$ cat config.mk
export PLATFORM = sky130hd
export DESIGN_NAME = pc_fetch_stage_flat
export DESIGN_NICKNAME = d
export VERILOG_FILES = /design/src/rtl/pc_fetch_stage_if.sv /design/src/rtl/pc_fetch_stage.sv /design/src/flat_wrapper.sv
export SDC_FILE = /design/constraint.sdc
export NUM_CORES = 1
export LEC_CHECK = 0
export BUFFER_PORTS_ARGS = -buffer_cell sky130_fd_sc_hd__buf_2
export CAP_MARGIN = 20
export CORE_AREA = 2 2 153 155
export DETAILED_ROUTE_END_ITERATION = 12
export DIE_AREA = 0 0 155 157
export GPL_TIMING_DRIVEN = 0
export HOLD_SLACK_MARGIN = 0.1
export PLACE_DENSITY_LB_ADDON = 0.08
export SLEW_MARGIN = 10
export SYNTH_ARGS = -nofsm -noshare
export SYNTH_HDL_FRONTEND = slang
export SYNTH_SLANG_ARGS = --single-unit
$ cat constraint.sdc
create_clock -name clk -period 2.2 [get_ports clk]
set_input_delay 0.33 -clock clk [delete_from_list [all_inputs] [get_ports clk]]
set_output_delay 0.33 -clock clk [all_outputs]
set_load 0.02 [all_outputs]
$ cat src/rtl/pc_fetch_stage_if.sv
// Fetch-stage bus: adder operand/result, instruction fetch address,
// IF/ID register outputs and the downstream stall/redirect controls.
interface pc_fetch_stage_if #(
  parameter int DATA_W = 64
);
  logic              stall;
  logic              redirect;
  logic [DATA_W-1:0] redirect_pc;
  logic [DATA_W-1:0] add_a;
  logic [DATA_W-1:0] add_b;
  logic [DATA_W-1:0] add_sum;
  logic [DATA_W-1:0] imem_addr;
  logic [DATA_W-1:0] if_pc;
  logic              if_valid;
  logic              fault;

  modport master (
    input  stall, redirect, redirect_pc, add_sum,
    output add_a, add_b, imem_addr, if_pc, if_valid, fault
  );

  modport slave (
    output stall, redirect, redirect_pc, add_sum,
    input  add_a, add_b, imem_addr, if_pc, if_valid, fault
  );
endinterface

$ cat src/rtl/pc_fetch_stage.sv
// IF-stage program counter and IF/ID register. The next sequential PC
// comes back from the shared external adder; redirects and stalls override it.
module pc_fetch_stage #(
  parameter int              DATA_W   = 64,
  parameter logic [DATA_W-1:0] RESET_PC = '0,
  parameter int              PC_STEP  = 4
) (
  input  logic             clk,
  input  logic             reset_n,
  pc_fetch_stage_if.master bus
);
  typedef enum logic [1:0] {RUN, HOLD, FAULT} state_t;

  state_t            state;
  logic [DATA_W-1:0] pc;
  logic [DATA_W-1:0] if_pc_q;
  logic              if_valid_q;
  logic              fault_q;
  logic              misaligned;

  assign misaligned = bus.redirect_pc[1:0] != 2'b00;

  always_ff @(posedge clk or negedge reset_n) begin
    if (!reset_n) begin
      state      <= RUN;
      pc         <= RESET_PC;
      if_pc_q    <= '0;
      if_valid_q <= 1'b0;
      fault_q    <= 1'b0;
    end else begin
      case (state)
        RUN, HOLD: begin
          if (bus.redirect) begin
            if_valid_q <= 1'b0;
            if (!misaligned) begin
              pc      <= bus.redirect_pc;
              if_pc_q <= pc;
              state   <= RUN;
            end else begin
              // Bad target: freeze the front end until reset.
              fault_q <= 1'b1;
              state   <= FAULT;
            end
          end else if (bus.stall) begin
            state <= HOLD;
          end else begin
            pc         <= bus.add_sum;
            if_pc_q    <= pc;
            if_valid_q <= 1'b1;
            state      <= RUN;
          end
        end
        FAULT: begin
          if_valid_q <= 1'b0;
          fault_q    <= 1'b1;
        end
        default: state <= FAULT;
      endcase
    end
  end

  assign bus.add_a     = pc;
  assign bus.add_b     = DATA_W'(PC_STEP);
  assign bus.imem_addr = pc;
  assign bus.if_pc     = if_pc_q;
  assign bus.if_valid  = if_valid_q;
  assign bus.fault     = fault_q;
endmodule

$ cat src/flat_wrapper.sv
// flat-port wrapper written by rule: the top's interface ports become plain ports
module pc_fetch_stage_flat 
#(
  parameter int              DATA_W   = 64,
  parameter logic [DATA_W-1:0] RESET_PC = '0,
  parameter int              PC_STEP  = 4
)
  (clk, reset_n, bus_stall, bus_redirect, bus_redirect_pc, bus_add_sum, bus_add_a, bus_add_b, bus_imem_addr, bus_if_pc, bus_if_valid, bus_fault);
  pc_fetch_stage_if #(.DATA_W(DATA_W)) bus_i ();
  input  logic clk;
  input  logic reset_n;
  input wire logic [$bits(bus_i.stall)-1:0] bus_stall;
  input wire logic [$bits(bus_i.redirect)-1:0] bus_redirect;
  input wire logic [$bits(bus_i.redirect_pc)-1:0] bus_redirect_pc;
  input wire logic [$bits(bus_i.add_sum)-1:0] bus_add_sum;
  output wire logic [$bits(bus_i.add_a)-1:0] bus_add_a;
  output wire logic [$bits(bus_i.add_b)-1:0] bus_add_b;
  output wire logic [$bits(bus_i.imem_addr)-1:0] bus_imem_addr;
  output wire logic [$bits(bus_i.if_pc)-1:0] bus_if_pc;
  output wire logic [$bits(bus_i.if_valid)-1:0] bus_if_valid;
  output wire logic [$bits(bus_i.fault)-1:0] bus_fault;
  assign bus_i.stall = bus_stall;
  assign bus_i.redirect = bus_redirect;
  assign bus_i.redirect_pc = bus_redirect_pc;
  assign bus_i.add_sum = bus_add_sum;
  assign bus_add_a = bus_i.add_a;
  assign bus_add_b = bus_i.add_b;
  assign bus_imem_addr = bus_i.imem_addr;
  assign bus_if_pc = bus_i.if_pc;
  assign bus_if_valid = bus_i.if_valid;
  assign bus_fault = bus_i.fault;
  pc_fetch_stage #(.DATA_W(DATA_W), .RESET_PC(RESET_PC), .PC_STEP(PC_STEP)) u_core (.clk(clk), .reset_n(reset_n), .bus(bus_i));
endmodule
# Word level (Yosys, flattened, before mapping)
# Cells that the tools add are included.
word_totals:
  register_bits: 132
  inputBits: 132
op_classes:
  eq_ne: 7
  n_mux: 16
  n_reduce_logical: 7
ops:
  columns: ["cell", "n"]
  rows:
  - ["$mux W64", 6]
  - ["$reduce_and A3 Y1", 2]
  - ["$mux W1", 5]
  - ["$mux W2", 2]
  - ["$ne A2 B1 Y1 const B", 2]
  - ["$ne A2 B2 Y1 const B", 2]
  - ["$pmux W1 S2", 2]
  - ["$pmux W2 S2", 1]
  - ["$reduce_bool A2 Y1", 2]
  - ["$ne A3 B3 Y1 const B", 1]
  - ["$eq A2 B1 Y1 const B", 1]
  - ["$eq A2 B2 Y1 const B", 1]
  - ["$logic_not A2 Y1", 1]
  - ["$reduce_and A2 Y1", 1]
  - ["$reduce_or A2 Y1", 1]

# Longest topological paths before layout
# Gate-level depths: netlist of the first run.
logic_depth:
  word_depth: 4
  mapped_depth: 6

# Worst setup path after synthesis of the first run
# No wires, ideal clock.
synth_timing:
  path_type: "register to register"
  from: "reg u_core.state[1]"
  to: "reg u_core.pc[10], in the netlist u_core.bus.add_a[10]"
  setup_ps: 125
  arrival_ps: 1374
  t_required_ps: 2075
  slack_ps: 701
  stages_incl_launch_ff: 7
  period_less_slack_ps: 1499
  path_cell_list: "dfrtp_1 buf_6 nor4b_4 nor2_2 buf_12 buf_12 mux2_4"
synth_via:
  elab_chain_cells: 3
  word_cells_on_any_way: 4
  classes_between: "1 x eq/ne; 3 x reduce/logical"
synth_rtl:
  columns: ["element", "line", "text"]
  rows:
  - ["start, declared", "pc_fetch_stage.sv:14", "state_t state;"]
  - ["start signal, assigned", "pc_fetch_stage.sv:25", "state <= RUN;"]
  - ["start signal, assigned", "pc_fetch_stage.sv:38", "state <= RUN;"]
  - ["start signal, assigned", "pc_fetch_stage.sv:42", "state <= FAULT;"]
  - ["$eq A2 B1 Y1 or $logic_not A2 Y1 (tied branches)", "pc_fetch_stage.sv:31", "case (state)"]
  - ["$reduce_or A2 Y1 *", "pc_fetch_stage.sv:31", null]
  - ["$reduce_and A3 Y1 (no line) *", null, null]
  - ["end signal, assigned", "pc_fetch_stage.sv:36", "pc <= bus.redirect_pc;"]
  - ["end signal, assigned", "pc_fetch_stage.sv:47", "pc <= bus.add_sum;"]
  - ["end, declared", "pc_fetch_stage.sv:15", "logic [DATA_W-1:0] pc;"]
# Mark *: on every way between the ends. The rest lies on a longest branch, timed or not.
# A chain may end at the register's enable or synchronous reset.

# Worst setup path after layout of the first run
layout_timing:
  from: "reg u_core.state[1]"
  to: "reg u_core.if_pc_q[58], in the netlist u_core.bus.if_pc[58]"
layout_via:
  elab_chain_cells: 3
  word_cells_on_any_way: 4
  classes_between: "1 x eq/ne; 3 x reduce/logical"
layout_rtl:
  columns: ["element", "line", "text"]
  rows:
  - ["$eq A2 B1 Y1 or $logic_not A2 Y1 (tied branches)", "pc_fetch_stage.sv:31", null]
  - ["$reduce_or A2 Y1 *", "pc_fetch_stage.sv:31", null]
  - ["$reduce_and A3 Y1 (no line) *", null, null]
  - ["end signal, assigned", "pc_fetch_stage.sv:37", "if_pc_q <= pc;"]
  - ["end signal, assigned", "pc_fetch_stage.sv:48", "if_pc_q <= pc;"]
  - ["end, declared", "pc_fetch_stage.sv:16", "logic [DATA_W-1:0] if_pc_q;"]
# Marks and branches as above.

==> flow_summary_export.csv, run 1 <==
group,metric,value,unit
floorplan,design.core.area,22500,sq um
timing,slew_headroom,57.80,%
timing,hold_viol_final,0,
routing,via_per_inst,3.977,
placement,place_ws,425.9,ps
global_routing,grt_pass1_wl,26.89,mm
routing,wl_per_cell,15.07,microns
timing,finalWorstSetupSlack,625.4,ps
routing,vias,4740,
clocking,ctsHoldBuffers,1,
synthesis,syn_area_per_cell,14.88,sq um
synthesis,synth_warnings,0,
synthesis,ys_ff_latch,132,
timing,setup_violations,0,
critical_path,critPathArrivalTime,1870,ps
layout,final_util,44.99,%
floorplan,die_y,157,microns
floorplan,die_x,155,microns
routing,wirelength,17.96,mm
placement,place_hpwl,13.60,mm
timing,finalClockSkew,9.307,ps
global_routing,grt_pass1_vias,4644,
clocking,cts_sinks,132,
clocking,htreeDepth,4,
floorplan,num_rows,55,
synthesis,ys_types,22,
global_routing,grtUsageTotal,14.55,%
clocking,postCtsSetupBuffers,0,
timing,max_freq,635.1,MHz
critical_path,cp-end-kind,"flip-flop",
layout,n_antenna_cell,0,
synthesis,synthCells,488,
timing,worstMarginPinSlew,633.0,ps
power_and_ir_drop,p_leak,5.962,nW
placement,portBuffers,324,
synthesis,synth_area,7262,sq um
routing,drc,0,
layout,final-seq-area,3303,sq um
timing,rsz0062_at_grt,"no",
clocking,cts_resized,0,
layout,multi_input_comb_area,2917,sq um
floorplan,initial_core_util,32.27,%
clocking,cts_root_buf,"clkbuf_16",
placement,place_congestion,0.7255,
global_routing,grt_max_degree,69,
routing,drt-initial-drc-count,127,
clocking,cts_inserted_buffers,17,
critical_path,cp.required,2490,ps
routing,dr.pass1.iters,4,
clocking,clock_latency,420,ps
global_routing,antenna_found_initial,0,
floorplan,pin_count,390,
job,cap_violations,0,
status,status,"finished clean",
clocking,clock_path_buffers,2,
worst_hold_path,hp-class,"input pin to flip-flop",
power_and_ir_drop,p_total,0.008787,W
timing,setup_tns,0,ps
clocking,cts_tree,"yes",
clocking,clk_pin_slew,50,ps
floorplan,dieArea,24340,sq um
timing,period_share,71.57,%
critical_path,crit_type,"flip-flop to flip-flop",
global_routing,grt_overflow,0,
layout,nets,1027,
layout,fill_cells,2133,
routing,drtAntennaViolNets,0,
timing,report.final.slew_viol_count,0,
power_and_ir_drop,power_density,868.0,nW/um^2
synthesis,seq_area_frac_synth,45.49,%
layout,drive_gt1_share,75.30,%
power_and_ir_drop,ir_drop,0.3717,mV
critical_path,startpoint_type,"flip-flop",
timing,hold_slack,216.8,ps
layout,syn_to_final_growth,39.40,%
critical_path,crit_path_max_fanout,10,
timing,post-route-min-period,1575,ps
-- Yosys cell counts --
master	count	share of area (%)
mux2_1	11	1.7
dfrtp_1	132	45
a21o_1	3	0.31
buf_2	3	0.21
nor4b_1	2	0.24
nor3_1	1	0.069
clkbuf_1	3	0.16
nor3b_1	1	0.10
nor2b_1	1	0.086
nand2_1	1	0.052
o31ai_1	1	0.10
o21ai_1	1	0.069
conb_1	2	0.10
nor2_2	1	0.086
buf_6	6	0.93
mux2_2	59	9.1
mux2_4	118	24
buf_4	128	13
nand3_1	1	0.069
nand2b_1	1	0.086
buf_12	11	3.0
nor4b_4	1	0.33
-- final timing paths --
path / start / to / slack, ps / cells after the start
setup / recovery: u_core.state[1] / u_core.bus.if_pc[58] / 630 / 6
hold / removal: bus_redirect_pc[0] / u_core.state[1] / 220 / 3
setup reg to reg: u_core.state[1] / u_core.bus.if_pc[58] / 630 / 6
hold reg to reg: u_core.bus.fault / u_core.bus.fault / 450 / 1
max in group asynchronous: reset_n / u_core.bus.if_pc[36] / 970 / 3
min in group asynchronous: reset_n / u_core.bus.if_pc[9] / 480 / 2
-- worst max-delay path: stages (launching register included) --
cell     delay [ps]
dfrtp_1         370
buf_6           140
nor4b_4         210
nor2_2          100
buf_12          180
buf_12          160
mux2_4          290
-- cell usage in the layout (no fill, tap or decap), drive strengths merged, types with 2 or more instances in the layout --
master,synthesis,layout
inv,0,2
clkbuf,3,22
a21o,3,3
nor4b,3,3
clkinv,0,4
clkinvlp,0,3
conb,2,64
dfrtp,132,132
bufinv,0,3
buf,148,473
mux2,188,188
-- layout make-up --
type / count / area share (%)
plain buffers: 151 / 12.59
clock buffers: 19 / 4.474
clock inverters: 12 / 1.520
multi-input cells: 267 / 28.81
flip-flops and latches: 132 / 32.63
well taps: 285 / 3.522
repair buffers: 326 / 16.45
-- per-stage QoR --
step | instances | instance area (sq um)
after global placement | 1159 | 9473
after detailed placement | 1160 | 9507
final | 1192 | 10120
after global routing | 1192 | 10120
after CTS | 1192 | 10120
after floorplan | 550 | 7495
-- registers in the layout, indices dropped and copies added, names as in the netlist --
| register | cells |
|---|---|
| u_core.bus.if_valid | 1 |
| u_core.state | 2 |
| u_core.bus.add_a | 64 |
| u_core.bus.fault | 1 |
| u_core.bus.if_pc | 64 |
-- metal layers --
layer,GRT usage [%],routed length [microns],vias to the layer above
li1,-,-,2301
met5,0,0,-
met1,17.83,7492,2210
met4,5.423,220,0
met2,25.02,9016,216
met3,3.359,1228,13
-- logic make-up after synthesis --
family / share of synthesized area, %
compound gates: 0.4824
other cells: 0.1034
flops: 45.49
simple gates: 1.120
mux: 35.25
buf+inv: 17.56
-- report_power, final --
| part | switching, W | total [W] | internal (W) |
|---|---|---|---|
| clock | 0.00109 | 0.00292 | 0.00184 |
| sequential | 0.000349 | 0.00315 | 0.00280 |
| combinational | 0.00138 | 0.00272 | 0.00134 |
| total | 0.00281 | 0.00879 | 0.00597 |
No activity file was read; power rests on OpenSTA's default activity.
==> inputs of run 2 (changes only) <==
--- a/config.mk
+++ b/config.mk
@@ -5,11 +5,12 @@
 export SDC_FILE = /design/constraint.sdc
 export NUM_CORES = 1
 export LEC_CHECK = 0
+export ABC_AREA = 1
 export BUFFER_PORTS_ARGS = -buffer_cell sky130_fd_sc_hd__buf_2
 export CAP_MARGIN = 20
-export CORE_AREA = 2 2 153 155
+export CORE_AREA = 2 2 151 153
 export DETAILED_ROUTE_END_ITERATION = 12
-export DIE_AREA = 0 0 155 157
+export DIE_AREA = 0 0 153 155
 export GPL_TIMING_DRIVEN = 0
 export HOLD_SLACK_MARGIN = 0.1
 export PLACE_DENSITY_LB_ADDON = 0.08
==> constraint.sdc (replaced) <==
create_clock -name clk -period 1.48 [get_ports clk]
set_input_delay 0.222 -clock clk [delete_from_list [all_inputs] [get_ports clk]]
set_output_delay 0.222 -clock clk [all_outputs]
set_load 0.02 [all_outputs]
==> flow_summary_export.csv, run 2 <==
group,metric,value,unit
floorplan,die_y,155,microns
layout,final_common_cell,"buf_2",
synthesis,synth_commonest_cells,"324 x nand2_1, 138 x buf_4, 132 x dfrtp_1",
routing,wirelength,25.99,mm
synthesis,ys_types,18,
critical_path,path_buf_inv,2,
layout,fill_cells,2295,
timing,report.final.slew_viol_count,0,
critical_path,cp.depth,2,
floorplan,num_rows,55,
timing,hold_viol_final,0,
placement,place_hpwl,19.37,mm
synthesis,synth_area,8107,sq um
clocking,htreeDepth,4,
synthesis,yosysTopAreaCellShare,40.75,%
critical_path,cp.required,1260,ps
layout,nets,1593,
synthesis,synth-edff-count,0,
critical_path,cp-endpoint,"bus_imem_addr[31]",
timing,hold_slack,127.9,ps
routing,wl_per_cell,14.76,microns
global_routing,antenna_found_initial,2,
critical_path,r2r_start,"u_core.state[1]",
global_routing,grtUsageTotal,21.52,%
routing,drt-initial-drc-count,419,
synthesis,synth_warnings,0,
synthesis,synthArstFlopShare,100.0,%
critical_path,critPathArrivalTime,1220,ps
clocking,clock_path_buffers,2,
power_and_ir_drop,p_leak,5.892,nW
synthesis,ys_ff_latch,132,
synthesis,syn_area_per_cell,7.706,sq um
critical_path,slowest_stage,"dfrtp_1",
status,status,"finished clean",
critical_path,r2r_slack,120,ps
synthesis,seq_area_frac_synth,40.75,%
synthesis,yosysMostFrequentCell,"nand2_1",
layout,final_cell_mix,"360 x buf_2, 324 x nand2_1, 138 x buf_4, 130 x inv_1, 129 x dfrtp_1",
global_routing,grt_pass1_vias,7208,
critical_path,r2r_cells,6,
routing,drc,0,
power_and_ir_drop,ir_drop,0.4381,mV
synthesis,synthTopCellsByArea,"dfrtp_1 41%, nand2_1 15%, buf_4 13%",
critical_path,cp-end-kind,"primary output",
timing,rsz0062_at_grt,"no",
global_routing,grt_overflow,0,
timing,max_freq,691.5,MHz
critical_path,cp-startpoint,"u_core.bus.add_a[31]",
critical_path,crit_chain,"buf_4 > buf_2",
timing,slew_headroom,57.41,%
clocking,cts_root_buf,"clkbuf_16",
synthesis,synth.largest_area_cell,"dfrtp_1",
layout,syn_to_final_growth,35.50,%
job,cap_violations,0,
layout,drive_gt1_share,37.92,%
layout,final_util,49.42,%
floorplan,dieArea,23720,sq um
routing,drtAntennaViolNets,0,
timing,worstMarginPinSlew,638.8,ps
placement,portBuffers,325,
floorplan,die_x,153,microns
timing,period_share,97.71,%
timing,post-route-min-period,1446,ps
clocking,cts_inserted_buffers,17,
clocking,clock_latency,410,ps
routing,vias,7611,
clocking,cts_tree,"yes",
placement,dpl_cell_area,10360,sq um
critical_path,critPathTopFamily,"flip-flops",
power_and_ir_drop,p_total,0.008884,W
critical_path,startpoint_type,"flip-flop",
floorplan,design.core.area,22230,sq um
layout,final_area,10980,sq um
placement,place_congestion,0.7862,
clocking,clk_pin_slew,60,ps
routing,via_per_inst,4.322,
floorplan,pin_count,390,
placement,place_ws,-91.62,ps
routing,dr.pass1.iters,6,
global_routing,grt_pass1_wl,40.05,mm
timing,finalWorstSetupSlack,33.88,ps
critical_path,reg2reg_to,"u_core.bus.add_a[14]",
clocking,cts_sinks,132,
power_and_ir_drop,power_density,808.8,nW/um^2
worst_hold_path,hp-class,"input pin to flip-flop",
global_routing,grt_max_degree,90,
floorplan,initial_core_util,36.47,%
critical_path,crit_path_max_fanout,4,
critical_path,crit_type,"flip-flop to primary output",
synthesis,synth-main-ff-cell,"dfrtp_1",
timing,setup_violations,0,
synthesis,synthCells,1052,
timing,finalClockSkew,7.003,ps
critical_path,max_stage_delay,500,ps
-- run 2: changes by cell type after synthesis, moves of 7 or more --
cell	delta
buf_6	+7
buf_12	-11
buf_2	+34
o21bai_1	+128
inv_1	+130
nand3_1	+127
mux2_4	-118
mux2_2	-59
nand2_1	+323
mux2_1	-11
buf_4	+10
-- run 2: worst min-delay path by stage --
stage	start	to	slack, ps	depth (start not counted)
6_report	bus_add_sum[27]	u_core.bus.add_a[27]	130	5
5_1_grt	bus_add_sum[12]	u_core.bus.add_a[12]	140	5
4_1_cts	bus_add_sum[23]	u_core.bus.add_a[23]	110	5
3_5_place_dp	reset_n	u_core.bus.if_pc[44]	140	1
3_3_place_gp	u_core.bus.fault	u_core.bus.fault	450	2
2_1_floorplan	reset_n	u_core.bus.add_a[0]	-70	0
-- run 2: cell type report --
type                       count  area (sq um)  area share, %
buffer                       198          1430          13.02
antenna                        2         5.005        0.04556
tap                          285         356.6          3.246
sequential                   132          3307          30.11
timing repair buffer         328          1684          15.33
inverter                     132         498.0          4.534
clock inverter                12         126.4          1.150
multi-input combinational    652          3110          28.32
clock buffer                  20         466.7          4.249
-- run 2: cells by family after synthesis --
kind of cell,count (synthesis),share of synthesized area [%]
other,2,0.09264
DFF,132,40.75
AOI/OAI and AO/OA,131,12.18
buffers and inverters,330,23.75
and+or+nand+nor,457,23.23
-- run 2: worst min-delay path: stages --
cell and delay [ps]:
buf_2 70, nand2_1 40, nand2_1 50, nand3_1 70, nand2_1 60
-- run 2: per-stage QoR --
stage / setup TNS (ps) / std cells
final: 0 / 1761
after detailed placement: -6139 / 1725
after global placement: -250090 / 1724
after CTS: 0 / 1759
after floorplan: 0 / 1114
after global routing: 0 / 1761
-- run 2: timing repair --
item                                    in CTS  in global routing
endpoints found under the setup margin       1                  4
gates resized for setup                      1                  3
hold buffers                                 2                  0
buffers inserted                             0                  0
endpoints found under the hold margin       44                  0
gates cloned                                 0                  0
-- run 2: routing by layer --
metal / vias to the layer above / wire [microns] / track usage (%)
li1: 3881 / - / -
met1: 3441 / 11290 / 28.27
met2: 267 / 12800 / 36.54
met3: 22 / 1543 / 4.123
met4: 0 / 353 / 5.820
met5: - / 0 / 0
-- run 2: where the power goes --
part           switching, W  internal [W]
Sequential                0       0.00361
Clock               0.00164       0.00261
Combinational      0.000657      0.000368
Total               0.00229       0.00659
==> inputs of run 3 (changes only) <==
--- a/config.mk
+++ b/config.mk
@@ -5,7 +5,6 @@
 export SDC_FILE = /design/constraint.sdc
 export NUM_CORES = 1
 export LEC_CHECK = 0
-export ABC_AREA = 1
 export BUFFER_PORTS_ARGS = -buffer_cell sky130_fd_sc_hd__buf_2
 export CAP_MARGIN = 20
 export CORE_AREA = 2 2 151 153
@@ -14,6 +13,7 @@
 export GPL_TIMING_DRIVEN = 0
 export HOLD_SLACK_MARGIN = 0.1
 export PLACE_DENSITY_LB_ADDON = 0.08
+export SETUP_SLACK_MARGIN = 0.05
 export SLEW_MARGIN = 10
 export SYNTH_ARGS = -nofsm -noshare
 export SYNTH_HDL_FRONTEND = slang
==> flow_summary_export.csv, run 3 (same netlist as run 1, synthesis figures left out) <==
group,metric,value,unit
routing,drc,0,
routing,vias,4860,
critical_path,cp-end-kind,"flip-flop",
floorplan,die_y,155,microns
layout,nets,1032,
layout,final_common_cell,"buf_2",
routing,wirelength,17.78,mm
timing,setup_tns,-10050,ps
power_and_ir_drop,power_density,1287,nW/um^2
floorplan,dieArea,23720,sq um
timing,max_freq,630.0,MHz
floorplan,num_rows,55,
routing,drt-initial-drc-count,134,
power_and_ir_drop,p_leak,6.001,nW
power_and_ir_drop,ir_drop,0.6551,mV
clocking,clock_path_buffers,2,
placement,portBuffers,324,
clocking,clock_latency,400,ps
routing,dr.pass1.iters,5,
timing,period_share,107.2,%
placement,place_congestion,0.7327,
critical_path,critPathArrivalTime,1870,ps
layout,final_cell_mix,"326 x buf_2, 132 x buf_4, 132 x dfrtp_1, 119 x mux2_4, 64 x conb_1",
timing,post-route-min-period,1587,ps
critical_path,slowest_stage,"dfrtp_1",
critical_path,crit_chain,"buf_6 > nor4b_4 > nor2_2 > buf_12 > buf_12 > mux2_4",
timing,finalClockSkew,5.650,ps
floorplan,initial_core_util,32.67,%
critical_path,max_stage_delay,370,ps
power_and_ir_drop,p_sw_share,32.32,%
power_and_ir_drop,power_frac_clock,33.5,%
timing,rsz0062_at_grt,"yes",
routing,wl_per_cell,14.84,microns
placement,place_hpwl,13.65,mm
timing,setup_violations,123,
layout,fill_cells,2082,
clocking,clk_pin_slew,60,ps
global_routing,grt_pass1_wl,27.50,mm
routing,via_per_inst,4.057,
clocking,cts_root_buf,"clkbuf_16",
floorplan,pin_count,390,
clocking,cts_inserted_buffers,17,
placement,dp.cells,1160,
timing,worstMarginPinSlew,592.5,ps
routing,drtAntennaViolNets,0,
clocking,htreeDepth,4,
layout,syn_to_final_growth,40.46,%
job,cap_violations,0,
global_routing,grt_pass1_vias,4916,
power_and_ir_drop,internal-power,0.008883,W
routing,dr_wl_met2,8.869,mm
power_and_ir_drop,p_total,0.01312,W
timing,report.final.slew_viol_count,0,
layout,drive_gt1_share,75.47,%
clocking,cts_sinks,132,
critical_path,crit_type,"flip-flop to flip-flop",
power_and_ir_drop,pwr-share-seq,35.6,%
critical_path,crit_path_max_fanout,10,
status,violations,"negative setup slack",
power_and_ir_drop,p_sw,0.004241,W
routing,dr_wl_met3,1.288,mm
critical_path,critPathMostFrequentCell,"buf_12",
critical_path,critPathTopFamily,"buffers and inverters",
global_routing,grt_max_degree,80,
global_routing,grt_overflow,0,
placement,place_ws,-212.1,ps
timing,slew_headroom,60.50,%
status,status,"finished with violations",
critical_path,path_buf_inv,3,
layout,n_antenna_cell,0,
timing,finalWorstSetupSlack,-107.3,ps
power_and_ir_drop,pwr-share-comb,30.9,%
worst_hold_path,hp-class,"input pin to flip-flop",
clocking,cts_tree,"yes",
floorplan,die_x,153,microns
routing,highest_layer,"met4",
timing,hold_viol_final,0,
timing,hold_slack,127.4,ps
global_routing,grtUsageTotal,14.73,%
layout,finalNonFillerCells,1198,
critical_path,cp.required,1760,ps
floorplan,design.core.area,22230,sq um
routing,m1WireLength,7.488,mm
global_routing,antenna_found_initial,0,
critical_path,startpoint_type,"flip-flop",
## run 3: cell types whose count changed in the layout (fill, tap and decap cells not counted), moves of 8 or more
cell | before | now
nand2_1 | 324 | 1
inv_1 | 130 | 0
o21bai_1 | 128 | 0
nand3_1 | 128 | 1
mux2_4 | 0 | 119
mux2_2 | 0 | 59
buf_2 | 360 | 326
buf_12 | 0 | 13
mux2_1 | 0 | 10
buf_6 | 13 | 5
## run 3: worst reg2reg max path: stages, from the launching register on
cell and delay, ps:
dfrtp_1 370, buf_6 140, nor4b_4 220, nor2_2 90, buf_12 180, buf_12 170, mux2_4 300
## run 3: timing repair
action | in CTS | in global routing
endpoints found under the setup margin | 122 | 129
endpoints found under the hold margin | 54 | 0
setup buffers | 2 | 2
pin swaps | 1 | 0
hold buffers | 2 | 0
cloned | 0 | 0
resized for setup | 3 | 1
## run 3: layout make-up
| cell class | instances | area (sq um) | area share (%) |
|---|---|---|---|
| clock inverter | 13 | 173.9 | 1.705 |
| timing repair buffer | 331 | 1705 | 16.72 |
| clock buffer | 19 | 442.9 | 4.342 |
| multi-input combinational | 267 | 2925 | 28.68 |
| tap | 285 | 356.6 | 3.496 |
| buffer | 151 | 1292 | 12.67 |
| sequential | 132 | 3303 | 32.38 |
## run 3: power by group through the flow
stage / sequential (W) / clock, W / combinational [W]
after floorplan: 0.00531 / 0 / 0.00210
after global placement: 0.00472 / 0 / 0.00408
after detailed placement: 0.00474 / 0 / 0.00409
after CTS: 0.00469 / 0.00451 / 0.00411
after global routing: 0.00478 / 0.00467 / 0.00431
final: 0.00467 / 0.00439 / 0.00406
## run 3: final timing paths
kind | cells past startpoint | to | from | slack [ps]
min in group asynchronous | 2 | u_core.bus.add_a[9] | reset_n | 340
setup reg to reg | 6 | u_core.bus.add_a[51] | u_core.state[1] | -110
max in group asynchronous | 3 | u_core.state[1] | reset_n | 360
hold / removal | 2 | u_core.state[0] | bus_stall | 130
hold reg to reg | 1 | u_core.bus.fault | u_core.bus.fault | 460
setup / recovery | 6 | u_core.bus.add_a[51] | u_core.state[1] | -110
## run 3: stage by stage
step / util, % / area, sq um
after detailed placement: 42.80 / 9514
final: 45.89 / 10200
after global routing: 45.89 / 10200
after global placement: 42.65 / 9480
after CTS: 45.80 / 10180
after floorplan: - / 7502
## run 3: layer usage
| layer | vias up | track usage (%) |
|---|---|---|
| li1 | 2313 | - |
| met2 | 216 | 25.05 |
| met5 | - | 0 |
| met3 | 6 | 4.457 |
| met1 | 2325 | 18.43 |
| met4 | 0 | 3.616 |
